File: config.mk
export PLATFORM = sky130hd
export DESIGN_NAME = hazard_ctrl_flat
export DESIGN_NICKNAME = d
export VERILOG_FILES = /design/src/rtl/hazard_ctrl_if.sv /design/src/rtl/hazard_ctrl.sv /design/src/flat_wrapper.sv
export SDC_FILE = /design/constraint.sdc
export NUM_CORES = 1
export LEC_CHECK = 0
export CORE_MARGIN = 10
export CORE_UTILIZATION = 34
export CTS_BUF_LIST = sky130_fd_sc_hd__clkbuf_8 sky130_fd_sc_hd__clkbuf_16
export CTS_CLUSTER_DIAMETER = 30
export DETAILED_ROUTE_END_ITERATION = 10
export GPL_ROUTABILITY_DRIVEN = 0
export PLACE_DENSITY = 0.93
export SYNTH_ARGS = -nofsm -noshare
export SYNTH_HDL_FRONTEND = slang
export SYNTH_SLANG_ARGS = --single-unit
File: constraint.sdc
create_clock -name clk -period 1.7 [get_ports clk]
set_input_delay 0.34 -clock clk [delete_from_list [all_inputs] [get_ports clk]]
set_output_delay 0.34 -clock clk [all_outputs]
set_load 0.01 [all_outputs]
File: src/rtl/hazard_ctrl_if.sv
// Pipeline hazard control bundle: stage hazard inputs toward the controller, register controls back.
interface hazard_ctrl_if #(parameter int CNT_W = 32);
  logic             MemRead_ex;
  logic [4:0]       rdAddr_ex;
  logic [4:0]       rs1Addr_id;
  logic [4:0]       rs2Addr_id;
  logic             rs1Used_id;
  logic             rs2Used_id;
  logic             BranchTaken_ex;
  logic             MemAccess_mem;
  logic             MemReady_mem;
  logic             PCWrite;
  logic             IFID_Write;
  logic             IFID_Flush;
  logic             IDEX_Stall;
  logic             IDEX_Hold;
  logic             EXMEM_Hold;
  logic             MEMWB_Bubble;
  logic             MemErr;
  logic [CNT_W-1:0] StallCnt;
  logic [CNT_W-1:0] FlushCnt;

  modport master (
    output MemRead_ex, rdAddr_ex, rs1Addr_id, rs2Addr_id, rs1Used_id, rs2Used_id,
           BranchTaken_ex, MemAccess_mem, MemReady_mem,
    input  PCWrite, IFID_Write, IFID_Flush, IDEX_Stall, IDEX_Hold, EXMEM_Hold,
           MEMWB_Bubble, MemErr, StallCnt, FlushCnt
  );

  modport slave (
    input  MemRead_ex, rdAddr_ex, rs1Addr_id, rs2Addr_id, rs1Used_id, rs2Used_id,
           BranchTaken_ex, MemAccess_mem, MemReady_mem,
    output PCWrite, IFID_Write, IFID_Flush, IDEX_Stall, IDEX_Hold, EXMEM_Hold,
           MEMWB_Bubble, MemErr, StallCnt, FlushCnt
  );
endinterface

File: src/rtl/hazard_ctrl.sv
// Pipeline hazard controller: load-use stall, branch flush, data-memory wait freeze with timeout.
// Optional performance counters enabled by macro HAZARD_PERF_CNT_EN.
//
// state | meaning
// RUN   | pipeline flowing; a not-ready memory access freezes it this cycle
// MWAIT | data memory not ready for consecutive cycles; counting toward timeout
// ERR   | memory timeout; pipeline frozen until reset
module hazard_ctrl #(
  parameter int MEM_TIMEOUT = 15,
  parameter int CNT_W       = 32
) (
  input logic          clk,
  input logic          reset,
  hazard_ctrl_if.slave bus
);

  typedef enum logic [1:0] {RUN, MWAIT, ERR} state_t;

  localparam logic [7:0] TIMEOUT_C = 8'(MEM_TIMEOUT);

  state_t     state, state_nxt;
  logic [7:0] wait_cnt, wait_cnt_nxt;
  logic       hit, mem_wait, freeze;
  logic       pc_write, ifid_write, ifid_flush, idex_stall;
  logic       idex_hold, exmem_hold, memwb_bubble;

  assign hit = bus.MemRead_ex && (bus.rdAddr_ex != 5'd0) &&
               ((bus.rs1Used_id && (bus.rs1Addr_id == bus.rdAddr_ex)) ||
                (bus.rs2Used_id && (bus.rs2Addr_id == bus.rdAddr_ex)));

  assign mem_wait = bus.MemAccess_mem && !bus.MemReady_mem;
  assign freeze   = (state == ERR) || mem_wait;

  always_ff @(posedge clk or posedge reset) begin
    if (reset) begin
      state    <= RUN;
      wait_cnt <= 8'd0;
    end else begin
      state    <= state_nxt;
      wait_cnt <= wait_cnt_nxt;
    end
  end

  always_comb begin
    state_nxt    = state;
    wait_cnt_nxt = wait_cnt;
    case (state)
      RUN: begin
        if (mem_wait) begin
          state_nxt    = MWAIT;
          wait_cnt_nxt = 8'd1;
        end
      end
      MWAIT: begin
        if (!mem_wait) begin
          state_nxt    = RUN;
          wait_cnt_nxt = 8'd0;
        end else begin
          // the incremented count is the number of not-ready cycles ending at this edge
          wait_cnt_nxt = wait_cnt + 8'd1;
          if (wait_cnt + 8'd1 == TIMEOUT_C) state_nxt = ERR;
        end
      end
      ERR: state_nxt = ERR;
      default: begin
        state_nxt    = RUN;
        wait_cnt_nxt = 8'd0;
      end
    endcase
  end

  always_comb begin
    pc_write     = 1'b1;
    ifid_write   = 1'b1;
    ifid_flush   = 1'b0;
    idex_stall   = 1'b0;
    idex_hold    = 1'b0;
    exmem_hold   = 1'b0;
    memwb_bubble = 1'b0;
    if (freeze) begin
      pc_write     = 1'b0;
      ifid_write   = 1'b0;
      idex_hold    = 1'b1;
      exmem_hold   = 1'b1;
      memwb_bubble = 1'b1;
    end else if (bus.BranchTaken_ex) begin
      ifid_flush = 1'b1;
      idex_stall = 1'b1;
    end else if (hit) begin
      pc_write   = 1'b0;
      ifid_write = 1'b0;
      idex_stall = 1'b1;
    end
  end

  assign bus.PCWrite      = pc_write;
  assign bus.IFID_Write   = ifid_write;
  assign bus.IFID_Flush   = ifid_flush;
  assign bus.IDEX_Stall   = idex_stall;
  assign bus.IDEX_Hold    = idex_hold;
  assign bus.EXMEM_Hold   = exmem_hold;
  assign bus.MEMWB_Bubble = memwb_bubble;
  assign bus.MemErr       = (state == ERR);

`ifdef HAZARD_PERF_CNT_EN
  logic [CNT_W-1:0] stall_cnt, flush_cnt;

  // both counters saturate at all-ones
  always_ff @(posedge clk or posedge reset) begin
    if (reset) begin
      stall_cnt <= '0;
      flush_cnt <= '0;
    end else begin
      if (!pc_write && (stall_cnt != '1)) stall_cnt <= stall_cnt + CNT_W'(1);
      if (ifid_flush && (flush_cnt != '1)) flush_cnt <= flush_cnt + CNT_W'(1);
    end
  end

  assign bus.StallCnt = stall_cnt;
  assign bus.FlushCnt = flush_cnt;
`else
  assign bus.StallCnt = '0;
  assign bus.FlushCnt = '0;
`endif

endmodule

File: src/flat_wrapper.sv
// flat-port wrapper written by rule: the top's interface ports become plain ports
module hazard_ctrl_flat 
#(
  parameter int MEM_TIMEOUT = 15,
  parameter int CNT_W       = 32
)
  (clk, reset, bus_MemRead_ex, bus_rdAddr_ex, bus_rs1Addr_id, bus_rs2Addr_id, bus_rs1Used_id, bus_rs2Used_id, bus_BranchTaken_ex, bus_MemAccess_mem, bus_MemReady_mem, bus_PCWrite, bus_IFID_Write, bus_IFID_Flush, bus_IDEX_Stall, bus_IDEX_Hold, bus_EXMEM_Hold, bus_MEMWB_Bubble, bus_MemErr, bus_StallCnt, bus_FlushCnt);
  hazard_ctrl_if #(.CNT_W(CNT_W)) bus_i ();
  input logic clk;
  input logic reset;
  input wire logic [$bits(bus_i.MemRead_ex)-1:0] bus_MemRead_ex;
  input wire logic [$bits(bus_i.rdAddr_ex)-1:0] bus_rdAddr_ex;
  input wire logic [$bits(bus_i.rs1Addr_id)-1:0] bus_rs1Addr_id;
  input wire logic [$bits(bus_i.rs2Addr_id)-1:0] bus_rs2Addr_id;
  input wire logic [$bits(bus_i.rs1Used_id)-1:0] bus_rs1Used_id;
  input wire logic [$bits(bus_i.rs2Used_id)-1:0] bus_rs2Used_id;
  input wire logic [$bits(bus_i.BranchTaken_ex)-1:0] bus_BranchTaken_ex;
  input wire logic [$bits(bus_i.MemAccess_mem)-1:0] bus_MemAccess_mem;
  input wire logic [$bits(bus_i.MemReady_mem)-1:0] bus_MemReady_mem;
  output wire logic [$bits(bus_i.PCWrite)-1:0] bus_PCWrite;
  output wire logic [$bits(bus_i.IFID_Write)-1:0] bus_IFID_Write;
  output wire logic [$bits(bus_i.IFID_Flush)-1:0] bus_IFID_Flush;
  output wire logic [$bits(bus_i.IDEX_Stall)-1:0] bus_IDEX_Stall;
  output wire logic [$bits(bus_i.IDEX_Hold)-1:0] bus_IDEX_Hold;
  output wire logic [$bits(bus_i.EXMEM_Hold)-1:0] bus_EXMEM_Hold;
  output wire logic [$bits(bus_i.MEMWB_Bubble)-1:0] bus_MEMWB_Bubble;
  output wire logic [$bits(bus_i.MemErr)-1:0] bus_MemErr;
  output wire logic [$bits(bus_i.StallCnt)-1:0] bus_StallCnt;
  output wire logic [$bits(bus_i.FlushCnt)-1:0] bus_FlushCnt;
  assign bus_i.MemRead_ex = bus_MemRead_ex;
  assign bus_i.rdAddr_ex = bus_rdAddr_ex;
  assign bus_i.rs1Addr_id = bus_rs1Addr_id;
  assign bus_i.rs2Addr_id = bus_rs2Addr_id;
  assign bus_i.rs1Used_id = bus_rs1Used_id;
  assign bus_i.rs2Used_id = bus_rs2Used_id;
  assign bus_i.BranchTaken_ex = bus_BranchTaken_ex;
  assign bus_i.MemAccess_mem = bus_MemAccess_mem;
  assign bus_i.MemReady_mem = bus_MemReady_mem;
  assign bus_PCWrite = bus_i.PCWrite;
  assign bus_IFID_Write = bus_i.IFID_Write;
  assign bus_IFID_Flush = bus_i.IFID_Flush;
  assign bus_IDEX_Stall = bus_i.IDEX_Stall;
  assign bus_IDEX_Hold = bus_i.IDEX_Hold;
  assign bus_EXMEM_Hold = bus_i.EXMEM_Hold;
  assign bus_MEMWB_Bubble = bus_i.MEMWB_Bubble;
  assign bus_MemErr = bus_i.MemErr;
  assign bus_StallCnt = bus_i.StallCnt;
  assign bus_FlushCnt = bus_i.FlushCnt;
  hazard_ctrl #(.MEM_TIMEOUT(MEM_TIMEOUT), .CNT_W(CNT_W)) u_core (.clk(clk), .reset(reset), .bus(bus_i));
endmodule
After elaboration in Yosys (flattened, before gate mapping)
Cells that the tools add are included.
- register bits after elaboration: 10
- logic and storage cells: 39
- output and inout port bits: 72
- bits of input ports: 23
- reduce and logical (&&, ||, !) cells: 12
- muxes and demuxes: 16
- bitwise operators: 1
- add/subtract/negate cells: 1
- eq/ne operators: 7
- operator list (operator ; count):
    8-bit one-hot mux with 3 select lines ; 1
    8-bit two-way mux ; 2
    5-bit equality test ; 2
    1-bit two-way mux ; 9
    8-bit by 1-bit adder with 8-bit output, second input constant ; 1
    8-bit by 4-bit equality test with 1-bit output, second input constant ; 1
    2-bit two-way mux ; 3
    2-bit one-hot mux with 3 select lines ; 1
    1-bit logical AND ; 5
    5-bit nonzero test ; 1
    2-bit AND reduction ; 2
    3-bit inequality test, second input constant ; 1
    2-bit by 1-bit equality test with 1-bit output, second input constant ; 1
    2-bit equality test, second input constant ; 1
    2-bit logical NOT ; 1
    1-bit logical OR ; 2
    2-bit by 1-bit inequality test with 1-bit output, second input constant ; 1
    1-bit logical NOT ; 1
    1-bit inverter ; 1

Depth between registers and ports, before layout
Gate-level depths: netlist (run 1).
- depth after elaboration: 7
- mapped depth: 6

Least setup slack after synthesis (run 1)
Ideal clock, no wire load.
- path kind: input -> output
- start point: in bus_rdAddr_ex[0]
- end point: out bus_PCWrite
- required time: 1360 ps
- setup slack: -25 ps
- buffers on the path: 1
- stages: 4
- data arrival time: 1385 ps
- cells stage by stage: or4_1 -> o21ai_0 -> o31a_1 -> buf_4
- word-level cells in the longest chain between the ends: 7
- elaborated cells on any way between the ends: 11
- classes of those cells: eq/ne: 2; mux: 3; reduce/logical: 6
- RTL lines (item ; line ; source):
    start: declaration ; flat_wrapper.sv:12 ; input wire logic [$bits(bus_i.rdAddr_ex)-1:0] bus_rdAddr_ex;
    5-bit equality test, on equally long branches ; hazard_ctrl.sv:28, hazard_ctrl.sv:29 ;
    1-bit logical AND, on equally long branches ; hazard_ctrl.sv:28, hazard_ctrl.sv:29 ;
    1-bit logical OR ; hazard_ctrl.sv:28 ; ((bus.rs1Used_id && (bus.rs1Addr_id == bus.rdAddr_ex)) ||
    1-bit logical AND (*) ; hazard_ctrl.sv:27 ; assign hit = bus.MemRead_ex && (bus.rdAddr_ex != 5'd0) &&
    1-bit two-way mux (*) (3 in series) ; - ;
    end: declaration ; flat_wrapper.sv:20 ; output wire logic [$bits(bus_i.PCWrite)-1:0] bus_PCWrite;
Every way passes the cells marked *; elsewhere a longest branch is shown, timed or not.

Worst setup path in the final report (run 1)
- start point: in bus_rdAddr_ex[3]
- end point: out bus_IDEX_Stall
- word-level cells in the longest chain between the ends: 7
- elaborated cells on any way between the ends: 11
- classes of those cells: eq/ne: 2; mux: 3; reduce/logical: 6
- RTL lines (item ; line ; source):
    5-bit equality test, on equally long branches ; hazard_ctrl.sv:28, hazard_ctrl.sv:29 ;
    1-bit logical AND, on equally long branches ; hazard_ctrl.sv:28, hazard_ctrl.sv:29 ;
    1-bit logical OR ; hazard_ctrl.sv:28 ;
    1-bit logical AND (*) ; hazard_ctrl.sv:27 ;
    1-bit two-way mux (*) ; hazard_ctrl.sv:89 ; end else if (hit) begin
    1-bit two-way mux (*) ; hazard_ctrl.sv:86 ; end else if (bus.BranchTaken_ex) begin
    1-bit two-way mux (*) ; hazard_ctrl.sv:80 ; if (freeze) begin
    end: declaration ; flat_wrapper.sv:23 ; output wire logic [$bits(bus_i.IDEX_Stall)-1:0] bus_IDEX_Stall;
Marked as above.

==> out/results.ini, run 1 <==
[status]
outcome = complete, but fails checks
violations = setup timing

[drt]
wl_per_cell_um = 13.31
drt_wl_total_um = 3127
dr.pass1.iters = 4
routed-wl-met3_um = 381
dr.first_iter.drc_count = 61
routed.top_layer = met4
wl_met2_um = 1679
drc = 0
viasPerCell = 3.889
num_vias = 914
wl_met1_um = 1053
ant_nets = 0

[floorplan]
die_h_um = 80.45
pin_count = 95
start_util = 0.3610
die_x_um = 80.45
die_area_um2 = 6472
num_rows = 21
core_um2 = 3442

[critical_path]
r2r_slack_ns = 0.13
cp_cell_sequence = buf_6, or4_4, o21ai_4, buf_4, o31ai_1, buf_2
arrival_ns = 1.47
r2r-end = u_core.state[1]
crit_type = in -> out
worst_path_max_delay_cell = or4_4
worstPathRequired_ns = 1.36
start_kind = input port
reg2reg_depth = 5
cp_slowest_stage_delay_ns = 0.54
end_kind = output pin
cp_max_fo = 3
reg2reg_from = u_core.wait_cnt[0]

[cells_and_area]
diodes = 0
postLayoutCoreUtil = 0.4198
syn_to_final_growth_pct = 16.31
drive_gt1_frac = 0.2381
nFillCells = 371
fin_nets = 215

[sta]
fmax_ghz = 0.5526
rsz0062_at_grt = true
finalCriticalPeriod_ns = 1.810
fin_crit_sh = 1.065
fin_skew_ns = 0.004033
post-route-worst-setup-slack_ns = -0.1097
finalHoldViolCount = 0
slew_viol_final = 0
finalSetupViolations = 3

[global_route]
globalRouteOverflowTotal = 0
grt_pass1_vias = 1047
antenna_found_initial = 0
grt_max_degree = 11
grtUsageTotal = 0.09391
grt_pass1_wl_um = 4988

[synth]
yosys_register_bits = 10
synth_xor_area_frac = 0.1057
synth_compound_area_frac = 0.09567
syn-instance-count = 149
synth-adder-area-share = 0.02014
postSynth.asyncResetShare = 1.000
synthMuxAreaShare = 0
synth_top_family_by_area = buffers and inverters
ys_dominant_reg_cell = dfrtp_1
synth-edff-count = 0
syn_avg_cell_area_um2 = 8.339
synth-seq-area-share = 0.2014
synth.yosys.warnings = 0
ys_types = 30
synth_area_um2 = 1242
synth_simple_gate_area_frac = 0.1329

[power]
switching_share = 0.3186
power_mw = 0.7901
power.leakage_nw = 0.7615
power.share.clock = 0.382
seqPwrFrac = 0.322
pwr-share-comb = 0.296
ir_drop_mv = 0.2286
p_sw_mw = 0.2517
p_int_mw = 0.5383
powerDensity_nw_per_um2 = 546.7

[clock_network]
cts_tree = yes
numClockSinks = 10
clk_path_buf_depth = 2
htree_num_levels = 1
cts_made_buffers = 3
path_clk_slew_ns = 0.05
clockRootBuffer = clkbuf_8
clock_latency_ns = 0.24

[run]
max_cap_viol_count = 0

[placement]
portBuffers = 30
dpl.hpwl_um = 2751

[hold_path]
hold_class = in -> async

==> layout by cell type, fill, tap and decap left out, types with 3 or more instances in the layout <==
cell,instances
conb_1,64
buf_4,13
buf_2,12
xor2_1,10
dfrtp_1,10
o21ai_0,8
nand3_1,6
buf_6,6
clkdlybuf4s50_1,5
dlygate4sd2_1,5
nand2_1,4
xnor2_1,4
inv_1,4
clkbuf_8,4
nor2_1,3
o31ai_1,3
nand3b_1,3
==> metal layers <==
layer / track usage / vias up
met5: 0 / -
met4: 0.01585 / 0
met3: 0.04677 / 2
met2: 0.1791 / 61
met1: 0.08814 / 410
li1: - / 441
==> logic make-up after synthesis <==
family	Yosys count
other	1
XOR/XNOR	15
buffers and inverters	75
AO/OA/AOI/OAI	19
adder cells (fa/ha/maj)	2
AND/OR/NAND/NOR	27
flip-flops	10
==> synthesized netlist by cell type (2+ instances only) <==
cell type   n  share of area
buf_4      67           0.40
xor2_1     11          0.078
dfrtp_1    10           0.20
nand3b_1    3          0.018
inv_1       5          0.015
o21ai_0     9          0.036
ha_1        2          0.020
and3_1      2          0.010
nand3_1     6          0.024
nor2_1      3         0.0091
o31ai_1     3          0.018
nor4_1      2          0.010
buf_6       2          0.018
xnor2_1     4          0.028
nand2_1     4          0.012
a31oi_1     2          0.010
==> state kept, by name (all words and copies together), names as in the netlist <==
register         cells
u_core.state         2
u_core.wait_cnt      8
==> per-stage QoR <==
| step | area (um^2) | hold WS (ns) | TNS (ns) | instances | setup WS [ns] |
|---|---|---|---|---|---|
| finish | 1445 | 0.3802 | -0.2891 | 235 | -0.1097 |
| global route | 1445 | 0.4348 | -0.4923 | 235 | -0.1708 |
| CTS | 1404 | 0.3917 | -0.2977 | 235 | -0.1010 |
| detailed placement | 1405 | 0.4805 | -4.617 | 231 | -0.9391 |
| global placement | 1405 | 0.4627 | -4.554 | 231 | -0.9264 |
| floorplan | 1479 | 0.1802 | 0 | 212 | 0.002073 |
==> worst max-delay path, delay by kind of cell <==
family | cells | cell delay [ns]
buffers and inverters | 3 | 0.37
AO/OA/AOI/OAI | 2 | 0.22
AND/OR/NAND/NOR | 1 | 0.54
==> timing repair <==
action	CTS	global route
setup buffers	0	0
resized for setup	92	7
hold buffers	0	0
endpoints found under the setup margin	8	4
pin swaps	16	2
hold endpoints to repair	0	0
==> power by group through the flow <==
stage | combinational, mW | sequential, mW | clock [mW]
3_3_place_gp | 0.225 | 0.257 | 0
2_1_floorplan | 0.238 | 0.256 | 0
3_5_place_dp | 0.231 | 0.259 | 0
5_1_grt | 0.260 | 0.256 | 0.327
6_report | 0.233 | 0.255 | 0.302
4_1_cts | 0.214 | 0.255 | 0.313
==> final cells by class <==
| class | instances | area [um^2] | area share |
|---|---|---|---|
| multi-input combinational | 127 | 719.4 | 0.4978 |
| timing repair buffer | 43 | 344.1 | 0.2381 |
| sequential | 10 | 250.2 | 0.1732 |
| tap | 46 | 57.56 | 0.03983 |
| clock buffer | 4 | 55.05 | 0.03810 |
| inverter | 5 | 18.77 | 0.01299 |
==> how the worst max path moves through the flow <==
stage	startpoint	endpoint
floorplan	bus_rdAddr_ex[0]	bus_PCWrite
global placement	bus_rdAddr_ex[1]	bus_IDEX_Stall
detailed placement	bus_rdAddr_ex[1]	bus_IDEX_Stall
CTS	bus_rdAddr_ex[3]	bus_IDEX_Stall
global route	bus_rdAddr_ex[2]	bus_IFID_Write
finish	bus_rdAddr_ex[3]	bus_IDEX_Stall
(Power assumes the default switching activity.)
==> run 2: changes to the inputs <==
--- a/config.mk
+++ b/config.mk
@@ -6,12 +6,14 @@
 export NUM_CORES = 1
 export LEC_CHECK = 0
 export CORE_MARGIN = 10
-export CORE_UTILIZATION = 34
+export CORE_UTILIZATION = 35
 export CTS_BUF_LIST = sky130_fd_sc_hd__clkbuf_8 sky130_fd_sc_hd__clkbuf_16
 export CTS_CLUSTER_DIAMETER = 30
+export CTS_CLUSTER_SIZE = 8
 export DETAILED_ROUTE_END_ITERATION = 10
+export DONT_BUFFER_PORTS = 1
 export GPL_ROUTABILITY_DRIVEN = 0
-export PLACE_DENSITY = 0.93
+export PLACE_DENSITY = 0.61
 export SYNTH_ARGS = -nofsm -noshare
 export SYNTH_HDL_FRONTEND = slang
 export SYNTH_SLANG_ARGS = --single-unit
==> run 2 against run 1 <==
Against the previous run: the flow now finishes without violations; first-iteration DRC count fell by 15%; clock power fell by 20%; hold slack got worse by 0.036 ns; die area fell by 2.2%; via count fell by 16%; register-to-register slack barely moved; fmax rose by 9.0%; combinational power fell by 33%; sequential power barely moved; sequential share of layout area rose by 4.7 points; final area fell by 21%.
==> out/results.ini, run 2 (synthesis results as in run 1) <==
[cells_and_area]
regMostFlops = u_core.wait_cnt
area.sequential_um2 = 250.2  ; unchanged
largest_register_ffs = 8  ; unchanged
layout_common_cells = conb_1, xor2_1, dfrtp_1
diodes = 0  ; unchanged
final_common_cell = conb_1
nFillCells = 379  ; +2.2%
reg_top3 = u_core.wait_cnt x8, u_core.state x2
postLayoutCoreUtil = 0.3352  ; -0.08467
multi_input_area_um2 = 713.2  ; -0.87%
drive_gt1_frac = 0.1053  ; -0.1328
fin_nets = 179  ; -17%
syn_to_final_growth_pct = -8.560

[global_route]
antenna_found_initial = 0  ; unchanged
grt_pass1_vias = 834  ; -20%
grtUsageTotal = 0.07251  ; -0.02140
grt_pass1_wl_um = 3753  ; -25%
grt_max_degree = 11  ; unchanged
globalRouteOverflowTotal = 0  ; unchanged

[sta]
slew_viol_final = 0  ; unchanged
timing.hold.ws_ns = 0.3443  ; -0.03596 ns
finalSetupViolations = 0  ; -3
finalCriticalPeriod_ns = 1.661  ; -0.1488 ns
fmax_ghz = 0.6021  ; +9.0%
fin_crit_sh = 0.9770  ; -0.08754
tns_ns = 0  ; +0.2891 ns
fin_skew_ns = 0.001113  ; -0.002920 ns
finalHoldViolCount = 0  ; unchanged
rsz0062_at_grt = true

[power]
power.leakage_nw = 0.5779  ; -24%
ir_drop_mv = 0.1745  ; -24%
power_mw = 0.6512  ; -18%
powerDensity_nw_per_um2 = 573.2  ; +4.8%

[critical_path]
r2r-end = u_core.state[1]
reg2reg_from = u_core.wait_cnt[0]
worst_path_max_delay_cell = dfrtp_1
cp_max_fo = 4  ; +1
reg2reg_depth = 5  ; unchanged
startpoint = u_core.state[1]
path_buf_inv = 2  ; -1
cpLargestDelayFamily = flip-flops
cp_slowest_stage_delay_ns = 0.39  ; -0.15 ns
end_kind = output pin
start_kind = register
arrival_ns = 1.32  ; -0.15 ns
r2r_slack_ns = 0.12  ; about the same
crit_type = reg -> out
worstPathRequired_ns = 1.36  ; about the same
cp_cell_sequence = nor2b_4, a21oi_2, inv_1, o31ai_1, buf_4

[drt]
dr.first_iter.drc_count = 52  ; -15%
num_vias = 771  ; -16%
drt_wl_total_um = 2595  ; -17%
wl_per_cell_um = 13.11  ; -1.5%
dr.pass1.iters = 3  ; -1
viasPerCell = 3.894  ; +0.12%
drc = 0  ; unchanged
ant_nets = 0  ; unchanged

[floorplan]
core_um2 = 3390  ; -1.5%
die_x_um = 79.58  ; -1.1%
pin_count = 95  ; unchanged
die_h_um = 79.58  ; -1.1%
num_rows = 21  ; unchanged
start_util = 0.3666  ; +0.005596
die_area_um2 = 6333  ; -2.2%

[hold_path]
hold_class = in -> reg
hold_start = bus_MemAccess_mem
min_to = u_core.state[0]
min_path_cells = 2

[clock_network]
cts_made_buffers = 3  ; unchanged
clock_latency_ns = 0.23  ; about the same
numClockSinks = 10  ; unchanged
clk_path_buf_depth = 2  ; unchanged
cts_tree = yes
htree_num_levels = 1  ; unchanged
path_clk_slew_ns = 0.05  ; about the same
clockRootBuffer = clkbuf_8
cts_setup_buffers = 0  ; unchanged

[status]
outcome = finished, final reports clean

[run]
max_cap_viol_count = 0  ; unchanged

[placement]
portBuffers = 0  ; -100%
dpl.hpwl_um = 2297  ; -17%

## run 2: cell types whose count changed in the layout (fill, tap and decap cells not counted), sizes merged
cell / change
buf: -26
clkdlybuf4s50: -5
clkdlybuf4s15: -1
dlygate4sd2: -5
clkbuf: -1
dlygate4sd3: +1
## run 2: cell type report
type / count / area share
inverters: 5 / 0.01652
clock buffers: 3 / 0.03634
repair buffers: 7 / 0.04846
well taps: 46 / 0.05066
flip-flops and latches: 10 / 0.2203
multi-input cells: 127 / 0.6278
## run 2: worst register-to-register path, stage by stage, from the launching register on
cell and delay, ns:
dfrtp_1 0.40, inv_1 0.10, ha_1 0.15, or4b_1 0.46
nor3_2 0.21, a41o_1 0.20
## run 2: metrics by stage
stage | worst slack [ns] | std cells | cell area [um^2]
final | 0.03908 | 198 | 1136
after global routing | -0.05493 | 198 | 1136
after CTS | 0.01055 | 198 | 1107
after detailed placement | 0.02464 | 194 | 1052
after global placement | 0.02370 | 194 | 1052
after floorplan | 0.002073 | 212 | 1479
## run 2: report_power, final
group          switching, mW  leakage [nW]  internal, mW
Sequential           0.00796         0.137         0.246
Combinational          0.118         0.420        0.0386
Clock                 0.0862        0.0216         0.154
Total                  0.212         0.578         0.440
## run 2: worst max-delay path by stage
| stage | endpoint | slack [ns] | depth (start not counted) |
|---|---|---|---|
| 6_report | bus_IDEX_Stall | 0.04 | 5 |
| 5_1_grt | bus_IDEX_Stall | -0.05 | 5 |
| 4_1_cts | bus_IDEX_Stall | 0.01 | 5 |
| 3_5_place_dp | bus_PCWrite | 0.02 | 3 |
| 3_3_place_gp | bus_IDEX_Stall | 0.02 | 5 |
| 2_1_floorplan | bus_PCWrite | 0.002 | 4 |
## run 2: routing by layer
metal	part of all wire	global-route usage	up-vias
li1	-	-	367
met2	0.50	0.1173	49
met5	0	0	-
met1	0.38	0.07969	351
met4	0.018	0.05018	0
met3	0.10	0.02140	4
## run 2: what timing repair did
| item | CTS | global route |
|---|---|---|
| hold buffers | 1 | 0 |
| endpoints found under the setup margin | 1 | 3 |
| resized for setup | 1 | 5 |
| hold endpoints to repair | 10 | 0 |
| pin swaps | 1 | 4 |
